File: src/rtl/window_addr_gen.sv
// Window address generator: for each accepted window origin, streams the
// linear addresses of a SWEEP_X x SWEEP_Y window in row-major order. Each
// beat carries row_last and win_last markers.
module window_addr_gen #(
  parameter int IMG_WIDTH  = 41,
  parameter int IMG_HEIGHT = 50,
  parameter int SWEEP_X    = 24,
  parameter int SWEEP_Y    = 24,
  localparam int W_X = $clog2(IMG_WIDTH),
  localparam int W_Y = $clog2(IMG_HEIGHT),
  localparam int W_A = $clog2(IMG_WIDTH*IMG_HEIGHT)
) (
  input  logic           clk,
  input  logic           rst,
  input  logic           hop_valid,
  output logic           hop_ready,
  input  logic [W_X-1:0] x_hop,
  input  logic [W_Y-1:0] y_hop,
  output logic           addr_valid,
  input  logic           addr_ready,
  output logic [W_A-1:0] addr,
  output logic           row_last,
  output logic           win_last
);

  localparam int W_C = (SWEEP_X > 1) ? $clog2(SWEEP_X) : 1;
  localparam int W_R = (SWEEP_Y > 1) ? $clog2(SWEEP_Y) : 1;

  localparam logic [W_C-1:0] COL_LAST    = W_C'(SWEEP_X - 1);
  localparam logic [W_R-1:0] ROW_LAST    = W_R'(SWEEP_Y - 1);
  localparam logic [W_A-1:0] ROW_STEP    = W_A'(IMG_WIDTH);
  localparam logic           SINGLE_COL  = (SWEEP_X == 1);
  localparam logic           SINGLE_BEAT = (SWEEP_X == 1) && (SWEEP_Y == 1);

  typedef enum logic {
    IDLE,
    STREAM
  } state_t;

  state_t         state;
  logic [W_A-1:0] base;
  logic [W_A-1:0] row_base;
  logic [W_C-1:0] col;
  logic [W_R-1:0] row;

  logic [W_A-1:0] hop_base;
  logic [W_A-1:0] row_base_nxt;
  logic [W_C-1:0] col_inc;
  logic [W_R-1:0] row_inc;

  assign hop_ready = (state == IDLE);

  // Origin address (only used on hop accept) and per-beat increments
  always_comb begin
    hop_base     = W_A'(y_hop) * ROW_STEP + W_A'(x_hop);
    row_base_nxt = row_base + ROW_STEP;
    col_inc      = col + W_C'(1);
    row_inc      = row + W_R'(1);
  end

  // Window FSM: accept an origin in IDLE, then walk the window beat by beat
  always_ff @(posedge clk) begin
    if (rst) begin
      state      <= IDLE;
      addr_valid <= 1'b0;
      addr       <= '0;
      row_last   <= 1'b0;
      win_last   <= 1'b0;
      col        <= '0;
      row        <= '0;
      base       <= '0;
      row_base   <= '0;
    end else begin
      case (state)
        IDLE: begin
          if (hop_valid) begin
            base       <= hop_base;
            row_base   <= '0;
            col        <= '0;
            row        <= '0;
            addr       <= hop_base;
            addr_valid <= 1'b1;
            row_last   <= SINGLE_COL;
            win_last   <= SINGLE_BEAT;
            state      <= STREAM;
          end
        end
        STREAM: begin
          if (addr_ready) begin
            if (win_last) begin
              state      <= IDLE;
              addr_valid <= 1'b0;
              row_last   <= 1'b0;
              win_last   <= 1'b0;
              col        <= '0;
              row        <= '0;
            end else if (col != COL_LAST) begin
              col      <= col_inc;
              addr     <= addr + W_A'(1);
              row_last <= (col_inc == COL_LAST);
              win_last <= (col_inc == COL_LAST) && (row == ROW_LAST);
            end else begin
              // Next address is rebuilt from base plus the running row offset,
              // so no multiply is needed once the window is streaming.
              col      <= '0;
              row      <= row_inc;
              row_base <= row_base_nxt;
              addr     <= base + row_base_nxt;
              row_last <= SINGLE_COL;
              win_last <= SINGLE_COL && (row_inc == ROW_LAST);
            end
          end
        end
      endcase
    end
  end

endmodule

File: config.mk
export PLATFORM = sky130hd
export DESIGN_NAME = window_addr_gen
export DESIGN_NICKNAME = d
export VERILOG_FILES = /design/src/rtl/window_addr_gen.sv
export SDC_FILE = /design/constraint.sdc
export NUM_CORES = 1
export LEC_CHECK = 0
export ABC_CLOCK_PERIOD_IN_PS = 7500
export CORE_ASPECT_RATIO = 0.8
export CORE_MARGIN = 4
export CORE_UTILIZATION = 55
export CTS_CLUSTER_DIAMETER = 60
export DETAILED_ROUTE_END_ITERATION = 16
export PLACE_DENSITY = 0.76
export SETUP_SLACK_MARGIN = 0.4
export SLEW_MARGIN = 20
export SYNTH_ARGS = -nofsm -noshare
export SYNTH_HDL_FRONTEND = slang
export SYNTH_SLANG_ARGS = --single-unit
export TNS_END_PERCENT = 50
File: constraint.sdc
create_clock -name clk -period 7.5 [get_ports clk]
set_clock_uncertainty 0.2 [all_clocks]
set_input_delay 1.875 -clock clk [delete_from_list [all_inputs] [get_ports clk]]
set_output_delay 1.875 -clock clk [all_outputs]
set_load 0.005 [all_outputs]
; Word level (Yosys, flattened, before mapping)
; Index checks and enable logic that the tools add are counted.
[word_totals]
regBits = 50
inputBits = 16
out_inout_bits = 16
wordCells = 69
[classes]
n_addsub = 6
n_mul = 1
n_eq_ne = 9
n_mux = 36
bitwise = 1
reduce_logical = 7
[ops]
columns = op, count
row1 = two-way mux 12 bit, 8
row2 = one-hot mux 12 bit (2 select lines), 2
row3 = two-way mux 5 bit, 7
row4 = one-hot mux 5 bit (2 select lines), 2
row5 = two-way mux 1 bit, 13
row6 = "adder 12 x 1 -> 12 bit, second input constant", 1
row7 = adder 12 bit, 1
row8 = adder 12 x 6 -> 12 bit, 1
row9 = "adder 12 x 6 -> 12 bit, second input constant", 1
row10 = "multiplier 6 x 6 -> 12 bit, second input constant", 1
row11 = "adder 5 x 1 -> 5 bit, second input constant", 2
row12 = "== test 5 bit, second input constant", 2
row13 = "!= test 2 bit, second input constant", 5
row14 = AND reduction 3 bit, 3
row15 = one-hot mux 1 bit (2 select lines), 4
row16 = "!= test 5 bit, second input constant", 1
row17 = AND reduction 2 bit, 2
row18 = AND reduction 4 bit, 1
row19 = "!= test 3 bit, second input constant", 1
row20 = logical AND 1 bit, 1
row21 = NOT 1 bit, 1

; Longest topological paths before layout
[depth]
depth_word = 7
depth_mapped = 12
depth_no_buf = 12

; Least setup slack after synthesis
; Ideal clock, no wire load.
[synth_timing]
path_kind = input -> register
start = input y_hop[0]
end = register addr[11]
setup_time_ps = 135
arrival_ps = 4630
required_ps = 7165
slack_ps = 2535
cell_stages = 11
n_path_buf = 0
cell_sequence = ha_1 ha_1 ha_1 fa_1 ha_1 a21o_1 a22oi_1 a21oi_1 or4_1 nand4_1 a221oi_2
[synth_between]
elab_chain_cells = 4
[synth_lines]
columns = item, line
row1 = start: declaration, 18  ; input logic [W_Y-1:0] y_hop,
row2 = multiplier 6 x 6 -> 12 bit, 55  ; hop_base = W_A'(y_hop) * ROW_STEP + W_A'(x_hop);
row3 = adder 12 x 6 -> 12 bit, 55
row4 = two-way mux 12 bit, 76  ; if (hop_valid) begin
row5 = one-hot mux 12 bit (2 select lines), 74  ; case (state)
row6 = end signal: assignment, 81  ; addr <= hop_base;
row7 = end signal: assignment, 99  ; addr <= addr + W_A'(1);
row8 = end signal: assignment, 108  ; addr <= base + row_base_nxt;
row9 = end: declaration, 21  ; output logic [W_A-1:0] addr,
; Every way passes these cells. The select of a mux whose other input is x is not followed.
; A chain may end at the register's enable or synchronous reset.

; Worst setup path in the final report
; Same ends and word-level chain as after synthesis.

==> impl_metrics.tcl <==
set metrics [dict create \
    status "finished clean" \
    clk_latency_ns 0.31 \
    maxCapViolations 0 \
    die_x_um 102 \
    rsz0062_at_grt "false" \
    design.portCount 32 \
    cts_buffer_depth 2 \
    drt_drc_violations_left 0 \
    postRouteAntennaNets 0 \
    post_cts_buffers 0 \
    path_common_cell "ha_1" \
    hold_violations 0 \
    grt-ovfl-total 0 \
    fmax_ghz 0.186 \
    cts_max_level 2 \
    min-delay-path-class "reg2reg" \
    cp.required_ns 7.48 \
    slew_headroom 0.504 \
    nets 579 \
    num_antenna_cells 0 \
    ys_seq_elements 50 \
    wl_per_cell_um 16.4 \
    finalSetupViolations 0 \
    hold_depth 2 \
    synth.distinct_cells 51 \
    die_h_um 83.3 \
    drive_above_1_share 0.0356 \
    post_dp_cell_area_mm2 0.00426 \
    cts_tree "built" \
    fill_cells 607 \
    cp_max_fo 5 \
    syn_area_mm2 0.00390 \
    num_vias 3548 \
    wl_um 9740 \
    drt_iter0_drc 222 \
    dieArea_mm2 0.00851 \
    synth_seq_area_share 0.257 \
    initial_utilization 0.566 \
    multi_input_area_mm2 0.00279 \
    regArea_mm2 0.00100 \
    fin_crit_ns 5.39 \
    cts_resized 0 \
    grt_max_degree 48 \
    timing.critical_path.to_type "flop" \
    power_leakage_nw 1.80 \
    yosys_warnings 0 \
    grt_pass1_vias 3453 \
    ir_worst_vdd_mv 0.0938 \
    grt_pass1_wl_um 16600 \
    avgViaCountPerCell 5.98 \
    num_rows 27 \
    syn-instance-count 483 \
    drtPass1Iterations 4 \
    antenna_found_initial 0 \
    finalCritPeriodShare 0.718 \
    areaGrowthSynthToFinish_pct 12.0 \
    r2r_cells 12 \
    clockRootBuffer "clkbuf_8" \
    synthArstFlopShare 0 \
    crit_path_max_incr_delay_ns 0.46 \
    io_buffer_count 31 \
    critPathKind "in2reg" \
    tightest_slew_ns 0.740 \
    fin_tns_setup_ns 0 \
    cts_buffers 5 \
    post-route-util 0.633 \
    synth_flop_cell "dfxtp_1" \
    cellPowerDensity_mw_per_mm2 170 \
    postLayoutCellArea_mm2 0.00437 \
    cts.sinks 50 \
    synth_fp_nets 557 \
    cp_cell_sequence "clkdlybuf4s50_1 -> ha_1 -> ha_1 -> ha_1 -> fa_1 -> ha_1 -> a21o_1 -> a22oi_1 -> a21oi_1 -> or4_1 -> nand4_1 -> a221oi_2" \
    finalMaxSlewViolations 0 \
    crit_arrival_ns 5.37 \
    holdBufCountCts 0 \
    slowest_stage "clkdlybuf4s50_1" \
    startpoint_type "input port" \
    core-area_mm2 0.00689 \
    grt_usage 0.239 \
    synth_area_per_cell_um2 8.07 \
    clk_pin_slew_ns 0.10 \
    synth-edff-count 0 \
    place.gp.congestion 0.912 \
    dp_hpwl_um 7390 \
]
==> per-stage QoR <==
stage	setup slack [ns]	hold WS (ns)	cells	power, mW
detailed placement	1.79	0.255	585	0.566
global route	1.83	0.302	593	0.797
CTS	2.11	0.269	593	0.746
global placement	1.86	0.242	585	0.559
floorplan	2.54	0.241	483	0.489
finish	2.11	0.266	593	0.744
==> worst paths after layout <==
path,start,to,slack (ns)
max,y_hop[0],addr[11],2.11
min,row_last,row_last,0.27
max reg2reg,row_base[0],addr[11],3.92
min reg2reg,row_last,row_last,0.27
==> critical path: cells and delay by family <==
family | cells | cell delay [ns]
buffers and inverters | 1 | 0.46
AOI/OAI and AO/OA | 4 | 0.73
adders and majority gates | 5 | 1.75
and+or+nand+nor | 2 | 0.55
==> flip-flops by register name, summed over array words and instances, names as in the netlist <==
signal      count
state           1
row_base       12
row_last        1
row             5
base           12
addr_valid      1
addr           12
col             5
win_last        1
==> final cells by class <==
| class | count | area share |
|---|---|---|
| timing repair buffer | 34 | 0.0762 |
| multi-input combinational | 406 | 0.639 |
| clock buffer | 7 | 0.0221 |
| inverter | 8 | 0.00688 |
| tap | 87 | 0.0249 |
| clock inverter | 1 | 0.00201 |
| sequential | 50 | 0.229 |
==> power by group <==
group	internal (mW)	total, mW	leakage, nW	switching, mW
registers	0.284	0.306	0.408	0.0212
clock network	0.0848	0.182	0.0544	0.0975
logic	0.118	0.256	1.34	0.138
==> cell usage in the layout, fill, tap and decap left out, drive strengths merged, types with 5 or more instances in the layout <==
master	synthesis	final
nor3	14	14
a21oi	49	49
nand2	46	46
o211ai	7	7
nand3	17	17
a211oi	12	12
or4	5	5
and3	6	6
ha	54	54
clkbuf	13	7
clkdlybuf4s50	0	31
nand4	9	9
inv	8	8
xnor2	28	28
xor2	11	11
dfxtp	50	50
o21ai	27	27
a21o	13	13
nor4	5	5
nor2	53	53
==> per-layer routing <==
layer | GRT usage | vias to the layer above | routed length, um
met3 | 0.0411 | 7 | 485
met4 | 0.0524 | 0 | 93
met1 | 0.338 | 1652 | 4640
li1 | - | 1797 | -
met5 | 0 | - | 0
met2 | 0.376 | 92 | 4520
==> cell usage after synthesis, types with 2 or more instances <==
cell type   n  area share
ha_1       54        0.17
nor2_1     53       0.051
dfxtp_1    50        0.26
a21oi_1    47       0.060
nand2_1    46       0.044
xnor2_1    28       0.063
o21ai_0    24       0.031
nand3_1    16       0.021
nor3_1     14       0.018
a21o_1     13       0.025
clkbuf_1   13       0.013
a211oi_1   11       0.021
xor2_1     11       0.025
nand4_1     9       0.014
inv_1       8      0.0077
o211ai_1    7       0.013
and3_1      6      0.0096
nor4_1      5      0.0080
or4_1       5      0.0096
a22oi_1     4      0.0077
buf_2       4      0.0051
fa_1        4       0.021
nand3b_1    4      0.0077
nor2b_1     4      0.0064
or3_1       4      0.0064
a31oi_1     3      0.0048
nand2b_1    3      0.0048
o21bai_1    3      0.0058
o22ai_1     3      0.0048
a21oi_2     2      0.0045
mux2i_1     2      0.0051
nand4b_1    2      0.0045
o21a_1      2      0.0038
o21ai_1     2      0.0026
==> cells by family (layout without fill, tap and decap cells) <==
| group | after synthesis | count (layout) | synth area share |
|---|---|---|---|
| AO/OA/AOI/OAI | 130 | 130 | 0.210 |
| XOR/XNOR | 39 | 39 | 0.0876 |
| adder cells (fa/ha/maj) | 58 | 58 | 0.194 |
| buffers and inverters | 27 | 50 | 0.0282 |
| flip-flops | 50 | 50 | 0.257 |
| multiplexers | 2 | 2 | 0.00513 |
| AND/OR/NAND/NOR | 177 | 177 | 0.219 |
Note: power is estimated with default switching activity, not from simulation.
